**src/rtl/multiplicador_booth_pkg.sv**
```systemverilog
// Shared multiply/divide datapath constants: operand width, multiplier FSM
// state encoding and the Booth step opcodes with their decode helper.
// No ports; imported by the multiplier, its step logic and its interface users.
package multiplicador_booth_pkg;

    localparam int WIDTH = 32;

    typedef enum logic [1:0] {
        IDLE = 2'd0,
        RUN  = 2'd1,
        DONE = 2'd2
    } state_t;

    typedef enum logic [1:0] {
        BOOTH_NOP = 2'd0,
        BOOTH_ADD = 2'd1,
        BOOTH_SUB = 2'd2
    } booth_op_t;

    // Radix-2 Booth recoding of the pair {Q[0], q_m1}:
    // 01 ends a run of ones (add), 10 starts one (subtract), 00/11 do nothing.
    function automatic booth_op_t booth_decode(input logic q0, input logic q_m1);
        case ({q0, q_m1})
            2'b01:   booth_decode = BOOTH_ADD;
            2'b10:   booth_decode = BOOTH_SUB;
            default: booth_decode = BOOTH_NOP;
        endcase
    endfunction

endpackage

```
**src/rtl/multiplicador_booth_if.sv**
```systemverilog
// Control-side bundle of the multiplier: start strobe plus operands going in,
// product halves and status coming back.
// master = control unit (drives mult_start/A/B), slave = multiplier.
interface multiplicador_booth_if #(
    parameter int WIDTH = 32
);
    logic             mult_start;
    logic [WIDTH-1:0] A;
    logic [WIDTH-1:0] B;
    logic [WIDTH-1:0] hi;
    logic [WIDTH-1:0] lo;
    logic             busy;
    logic             done;

    modport master (
        output mult_start, A, B,
        input  hi, lo, busy, done
    );

    modport slave (
        input  mult_start, A, B,
        output hi, lo, busy, done
    );
endinterface

```
**src/rtl/multiplicador_booth_step.sv**
```systemverilog
// One radix-2 Booth iteration: conditional add/sub of M, then arithmetic shift.
// Latency: combinational. Backpressure: none.
// Ports: cur = {Acc, Q, q_m1} in, m = multiplicand, nxt = shifted {Acc, Q, q_m1}.
module multiplicador_booth_step
    import multiplicador_booth_pkg::*;
#(
    parameter int WIDTH = multiplicador_booth_pkg::WIDTH
) (
    input  logic [2*WIDTH+1:0] cur,
    input  logic [WIDTH-1:0]   m,
    output logic [2*WIDTH+1:0] nxt
);

    logic [WIDTH:0]   acc;
    logic [WIDTH:0]   acc_n;
    logic [WIDTH:0]   m_ext;
    logic [WIDTH-1:0] q;
    logic             q_m1;

    assign {acc, q, q_m1} = cur;

    // Acc is one bit wider than M so that -(-2^(W-1)) stays representable.
    assign m_ext = {m[WIDTH-1], m};

    always_comb begin
        acc_n = acc;
        case (booth_decode(q[0], q_m1))
            BOOTH_ADD: acc_n = acc + m_ext;
            BOOTH_SUB: acc_n = acc - m_ext;
            default:   acc_n = acc;
        endcase
    end

    // Arithmetic right shift of {acc_n, q, q_m1}: old q_m1 falls off the end.
    assign nxt = {acc_n[WIDTH], acc_n, q};

endmodule

```
**src/rtl/multiplicador_booth.sv**
```systemverilog
// Sequential signed WIDTHxWIDTH -> 2*WIDTH Booth multiplier producing HI/LO.
// Latency: start sampled at edge k, hi/lo/done valid after edge k+ITER+1.
// Backpressure: mult_start ignored while busy; no queueing of requests.
// Ports: clock, reset (sync, active-high), bus (slave: mult_start/A/B in, hi/lo/busy/done out).
module multiplicador_booth
    import multiplicador_booth_pkg::*;
#(
    parameter int WIDTH = multiplicador_booth_pkg::WIDTH,
    parameter int ITER  = WIDTH
) (
    input  logic                  clock,
    input  logic                  reset,
    multiplicador_booth_if.slave  bus
);

    localparam int CNT_W = (ITER > 1) ? $clog2(ITER) : 1;

    state_t             state;
    logic [WIDTH:0]     acc;
    logic [WIDTH-1:0]   q;
    logic               q_m1;
    logic [WIDTH-1:0]   m;
    logic [CNT_W-1:0]   cnt;
    logic [WIDTH-1:0]   hi;
    logic [WIDTH-1:0]   lo;
    logic               busy;
    logic               done;
    logic [2*WIDTH+1:0] step_nxt;

    multiplicador_booth_step #(
        .WIDTH (WIDTH)
    ) u_step (
        .cur (({acc, q, q_m1})),
        .m   (m),
        .nxt (step_nxt)
    );

    always_ff @(posedge clock) begin
        if (reset) begin
            state <= IDLE;
            acc   <= '0;
            q     <= '0;
            q_m1  <= 1'b0;
            m     <= '0;
            cnt   <= '0;
            hi    <= '0;
            lo    <= '0;
            busy  <= 1'b0;
            done  <= 1'b0;
        end else begin
            case (state)
                IDLE: begin
                    done <= 1'b0;
                    if (bus.mult_start) begin
                        m     <= bus.A;
                        q     <= bus.B;
                        acc   <= '0;
                        q_m1  <= 1'b0;
                        cnt   <= '0;
                        busy  <= 1'b1;
                        state <= RUN;
                    end
                end
                RUN: begin
                    {acc, q, q_m1} <= step_nxt;
                    cnt            <= cnt + 1'b1;
                    if (cnt == CNT_W'(ITER - 1)) begin
                        state <= DONE;
                    end
                end
                DONE: begin
                    // Acc[WIDTH] is only a guard bit; the product is {Acc[W-1:0], Q}.
                    hi    <= acc[WIDTH-1:0];
                    lo    <= q;
                    done  <= 1'b1;
                    busy  <= 1'b0;
                    state <= IDLE;
                end
                default: begin
                    busy  <= 1'b0;
                    done  <= 1'b0;
                    state <= IDLE;
                end
            endcase
        end
    end

    assign bus.hi   = hi;
    assign bus.lo   = lo;
    assign bus.busy = busy;
    assign bus.done = done;

endmodule

```
**src/flat_wrapper.sv**
```systemverilog
// flat-port wrapper written by rule: the top's interface ports become plain ports
module multiplicador_booth_flat import multiplicador_booth_pkg::*;
#(
    parameter int WIDTH = multiplicador_booth_pkg::WIDTH,
    parameter int ITER  = WIDTH
)
  (clock, reset, bus_mult_start, bus_A, bus_B, bus_hi, bus_lo, bus_busy, bus_done);
  multiplicador_booth_if #(.WIDTH(WIDTH)) bus_i ();
  input  logic clock;
  input  logic reset;
  input wire logic [$bits(bus_i.mult_start)-1:0] bus_mult_start;
  input wire logic [$bits(bus_i.A)-1:0] bus_A;
  input wire logic [$bits(bus_i.B)-1:0] bus_B;
  output wire logic [$bits(bus_i.hi)-1:0] bus_hi;
  output wire logic [$bits(bus_i.lo)-1:0] bus_lo;
  output wire logic [$bits(bus_i.busy)-1:0] bus_busy;
  output wire logic [$bits(bus_i.done)-1:0] bus_done;
  assign bus_i.mult_start = bus_mult_start;
  assign bus_i.A = bus_A;
  assign bus_i.B = bus_B;
  assign bus_hi = bus_i.hi;
  assign bus_lo = bus_i.lo;
  assign bus_busy = bus_i.busy;
  assign bus_done = bus_i.done;
  multiplicador_booth #(.WIDTH(WIDTH), .ITER(ITER)) u_core (.clock(clock), .reset(reset), .bus(bus_i));
endmodule
```
**config.mk**
```make
export PLATFORM = sky130hd
export DESIGN_NAME = multiplicador_booth_flat
export DESIGN_NICKNAME = d
export VERILOG_FILES = /design/src/rtl/multiplicador_booth_pkg.sv /design/src/rtl/multiplicador_booth_if.sv /design/src/rtl/multiplicador_booth_step.sv /design/src/rtl/multiplicador_booth.sv /design/src/flat_wrapper.sv
export SDC_FILE = /design/constraint.sdc
export NUM_CORES = 1
export LEC_CHECK = 0
export CAP_MARGIN = 20
export CORE_ASPECT_RATIO = 2
export CORE_MARGIN = 4
export CORE_UTILIZATION = 58
export CTS_CLUSTER_SIZE = 40
export DETAILED_ROUTE_END_ITERATION = 10
export PLACE_DENSITY = 0.85
export SLEW_MARGIN = 20
export SYNTH_ARGS = -nofsm -noshare
export SYNTH_HDL_FRONTEND = slang
export SYNTH_SLANG_ARGS = --single-unit
```
**constraint.sdc**
```tcl
create_clock -name clock -period 10.6 [get_ports clock]
set_input_delay 1.06 -clock clock [delete_from_list [all_inputs] [get_ports clock]]
set_output_delay 1.06 -clock clock [all_outputs]
set_load 0.05 [all_outputs]
```
==> results.md <==
* DR DRC count at 0
* Worst skew pair latency at 0.44 ns
* Global route overflow at 0
* Max Buffers Root-to-Sink at 2
* Worst-path clk slew at 0.08 ns
* Internal power at 1.13 mW
* Fillers at 1124
* Syn Area/Cell at 7.70 sq um
* Initial core utilization at 59.2%
* Placer Congestion at 0.918
* Max Cap Viol at 0
* Number of cell rows at 62
* CTS resizes at 0
* Cts bufs inserted at 17
* CP Data Arrival Time at 4.78 ns
* Vias in the first global route at 8249
* First-pass GRT wire length at 38.6 mm
* Clock sink count at 170
* Comb power frac at 20.4%
* Largest net degree at the start of global routing at 91
* EDFF count, synth at 0
* Post-route ant nets at 0
* Final #Nets at 1296
* Combined area of the multi-input logic cells at 4790 sq um
* # hold bufs at CTS at 0
* Hpwl dp at 16.8 mm
* Critical path's largest stage delay at 0.51 ns
* Die area at 16800 sq um
* Final setup violation count at 0
* Reg2reg path depth at 17
* Final Hold Viols at 0
* Die Wd at 93.5 microns
* LEAKAGE at 3.90 nW
* Initial antenna violation count at 0
* CORE AREA at 14400 sq um
* Worst Max-Slew Pin Slew at 0.987 ns
* Max Fclk at 223 MHz
* CTS tree: yes
* Post-route setup TNS at 0 ns
* CP Launch Type: flop
* Yosys Warn Count at 0
* Final period utilization at 42.3%
* Clk pwr share at 38.0%
* DRT iter0 DRCs at 584
* Unrepaired setup endpoints after global routing: no
* Largest cells by area after synthesis: dfxtp_1 (40%), nand2_1 (10%), a21oi_1 (9.8%), nor2_1 (5.4%), ha_1 (5.3%)
* Max FO, Critical Path at 6
* Max H-tree Level at 4
* Min-Delay Path Class: reg -> reg
* Worst path depth at 17
* Clock Tree Root: clkbuf_16
* Number of I/O pins at 133
* Wire per inst at 17.1 microns
* Sw Pwr at 0.535 mW
* Input/output buffers at 132
* Yosys cell types at 54
* Final Max Tran Viols at 0
* Mapped Area at 8490 sq um
* Share of cells above drive strength 1 at 4.73%
* Register area at 3400 sq um
* Worst VDD drop at 136 uV
* Synth area leader: dfxtp_1
* Syn_nets at 1206
* Top cell type's share of synthesized area at 40.1%
* CP max-delay cell: nor4_1
* Commonest non-fill, non-tap cell in the layout: nand2_1
* Critical path buffers and inverters at 0
* Vias per inst at 5.97
* Max Clock Skew at 0.0108 ns
* Crit end category: flop
* Hold_ws at 0.454 ns
* Switching share of total power at 32.2%
* Most frequent cells in the layout: nand2_1 (228), dfxtp_1 (170), a21oi_1 (166)
* Outcome: completed
* First-pass iteration count of the detailed router at 6
* Async set or reset register ratio after synthesis at 0%
* Area delta synth->final at 23.5%
* Hold Path Depth at 2
* Worst Setup Path Type: reg -> reg
* Worst Path Required at 10.90 ns
* Synth Flop Type: dfxtp_1
* Post-CTS setup buffers at 0
* Sequential Power Share at 41.6%
* Detailed-route via count at 8337
* Sequential share of the synthesized area at 40.1%
* Die Ht at 179 microns
* PwrDens at 158 nW/um^2
* Fin crit period at 4.48 ns
* Worst path top cell family by delay: simple AND/OR/NAND/NOR gates
* Final wirelength at 24.0 mm
* Synth Instances at 1102
* Crit-path cells: nor3_1, nand2b_1, nor4_1, nand3_1, or3_1, nor4_2, a21oi_1, xnor2_1, ha_1, nand2_1, nor3_1, and3_1, a21oi_1, nand2_1, a21o_1, o21ai_0, o311ai_0
* Ant diodes at 0
* Max-slew headroom at 34.1%
* Register bit count reported by yosys at 170
* All-Layer GR Usage at 28.8%
-- layer usage --
layer / GRT usage, % / share of wire, % / vias up
li1: - / - / 4056
met1: 28.7 / 36 / 3919
met2: 55.6 / 54 / 276
met3: 3.99 / 4.5 / 86
met4: 16.2 / 5.0 / 0
met5: 0 / 0 / -
-- worst paths after layout --
| check | slack (ns) | to | from |
|---|---|---|---|
| max reg2reg | 6.12 | u_core.acc[30] | u_core.m[2] |
| max | 6.12 | u_core.acc[30] | u_core.m[2] |
| min reg2reg | 0.45 | u_core.bus.lo[7] | u_core.bus.lo[7] |
| min | 0.45 | u_core.bus.lo[7] | u_core.bus.lo[7] |
-- state kept, by name, summed over array words and instances, names as in the netlist --
name	count
u_core.acc	32
u_core.bus.busy	1
u_core.bus.done	1
u_core.bus.hi	32
u_core.bus.lo	32
u_core.cnt	5
u_core.m	32
u_core.q	32
u_core.q_m1	1
u_core.state	2
-- final cells by class --
class | count | area share (%)
multi-input combinational | 847 | 45.7
sequential | 170 | 32.5
timing repair buffer | 141 | 13.2
clock buffer | 17 | 4.06
tap | 192 | 2.29
clock inverter | 15 | 1.79
inverter | 15 | 0.537
-- worst min-delay path, stage by stage, from the launching register on --
cell     delay (ns)
dfxtp_1        0.31
nand2_1        0.05
a21oi_1        0.05
-- synthesized netlist by cell type, drive strengths merged (2+ instances only) --
master	count
nor2b	3
xnor2	42
a31oi	8
or2	4
o21a	11
buf	9
nand2b	8
and3	8
nor2	122
o32ai	3
nand2	229
nor3	16
nand4	4
dfxtp	170
o211ai	8
a21oi	167
o22ai	4
a222oi	15
ha	36
o21bai	6
nor3b	3
a22oi	22
a211oi	4
o221ai	2
o41ai	2
xor2	9
a21boi	2
nand3b	3
and2	5
nand3	11
a21o	13
a311oi	3
a211o	4
mux2i	3
or3	6
or4	2
o21ai	21
nor4	30
inv	15
clkbuf	61
-- metrics by stage --
stage	utilization, %	cells	power [mW]	setup slack [ns]	area, sq um
after floorplan	-	1102	0.943	6.88	8490
after detailed placement	68.8	1365	1.04	6.15	9870
after global placement	68.8	1365	1.03	6.27	9870
after CTS	73.1	1397	1.66	6.11	10500
final	73.1	1397	1.66	6.12	10500
after global routing	73.1	1397	1.73	5.71	10500
-- power groups by stage --
stage / clock [mW] / sequential, mW / combinational (mW)
finish: 0.631 / 0.691 / 0.339
global placement: 0 / 0.704 / 0.326
floorplan: 0 / 0.697 / 0.246
CTS: 0.635 / 0.690 / 0.337
detailed placement: 0 / 0.705 / 0.331
global route: 0.662 / 0.694 / 0.373
-- kinds of logic after synthesis --
kind of cell	after synthesis	synth area share [%]
buffers and inverters	85	3.76
AO/OA/AOI/OAI	300	21.6
AND/OR/NAND/NOR	456	23.4
XOR/XNOR	51	5.26
adder cells (fa/ha/maj)	37	5.54
multiplexers	3	0.354
flip-flops	170	40.1
No activity file was read; power rests on OpenSTA's default activity.
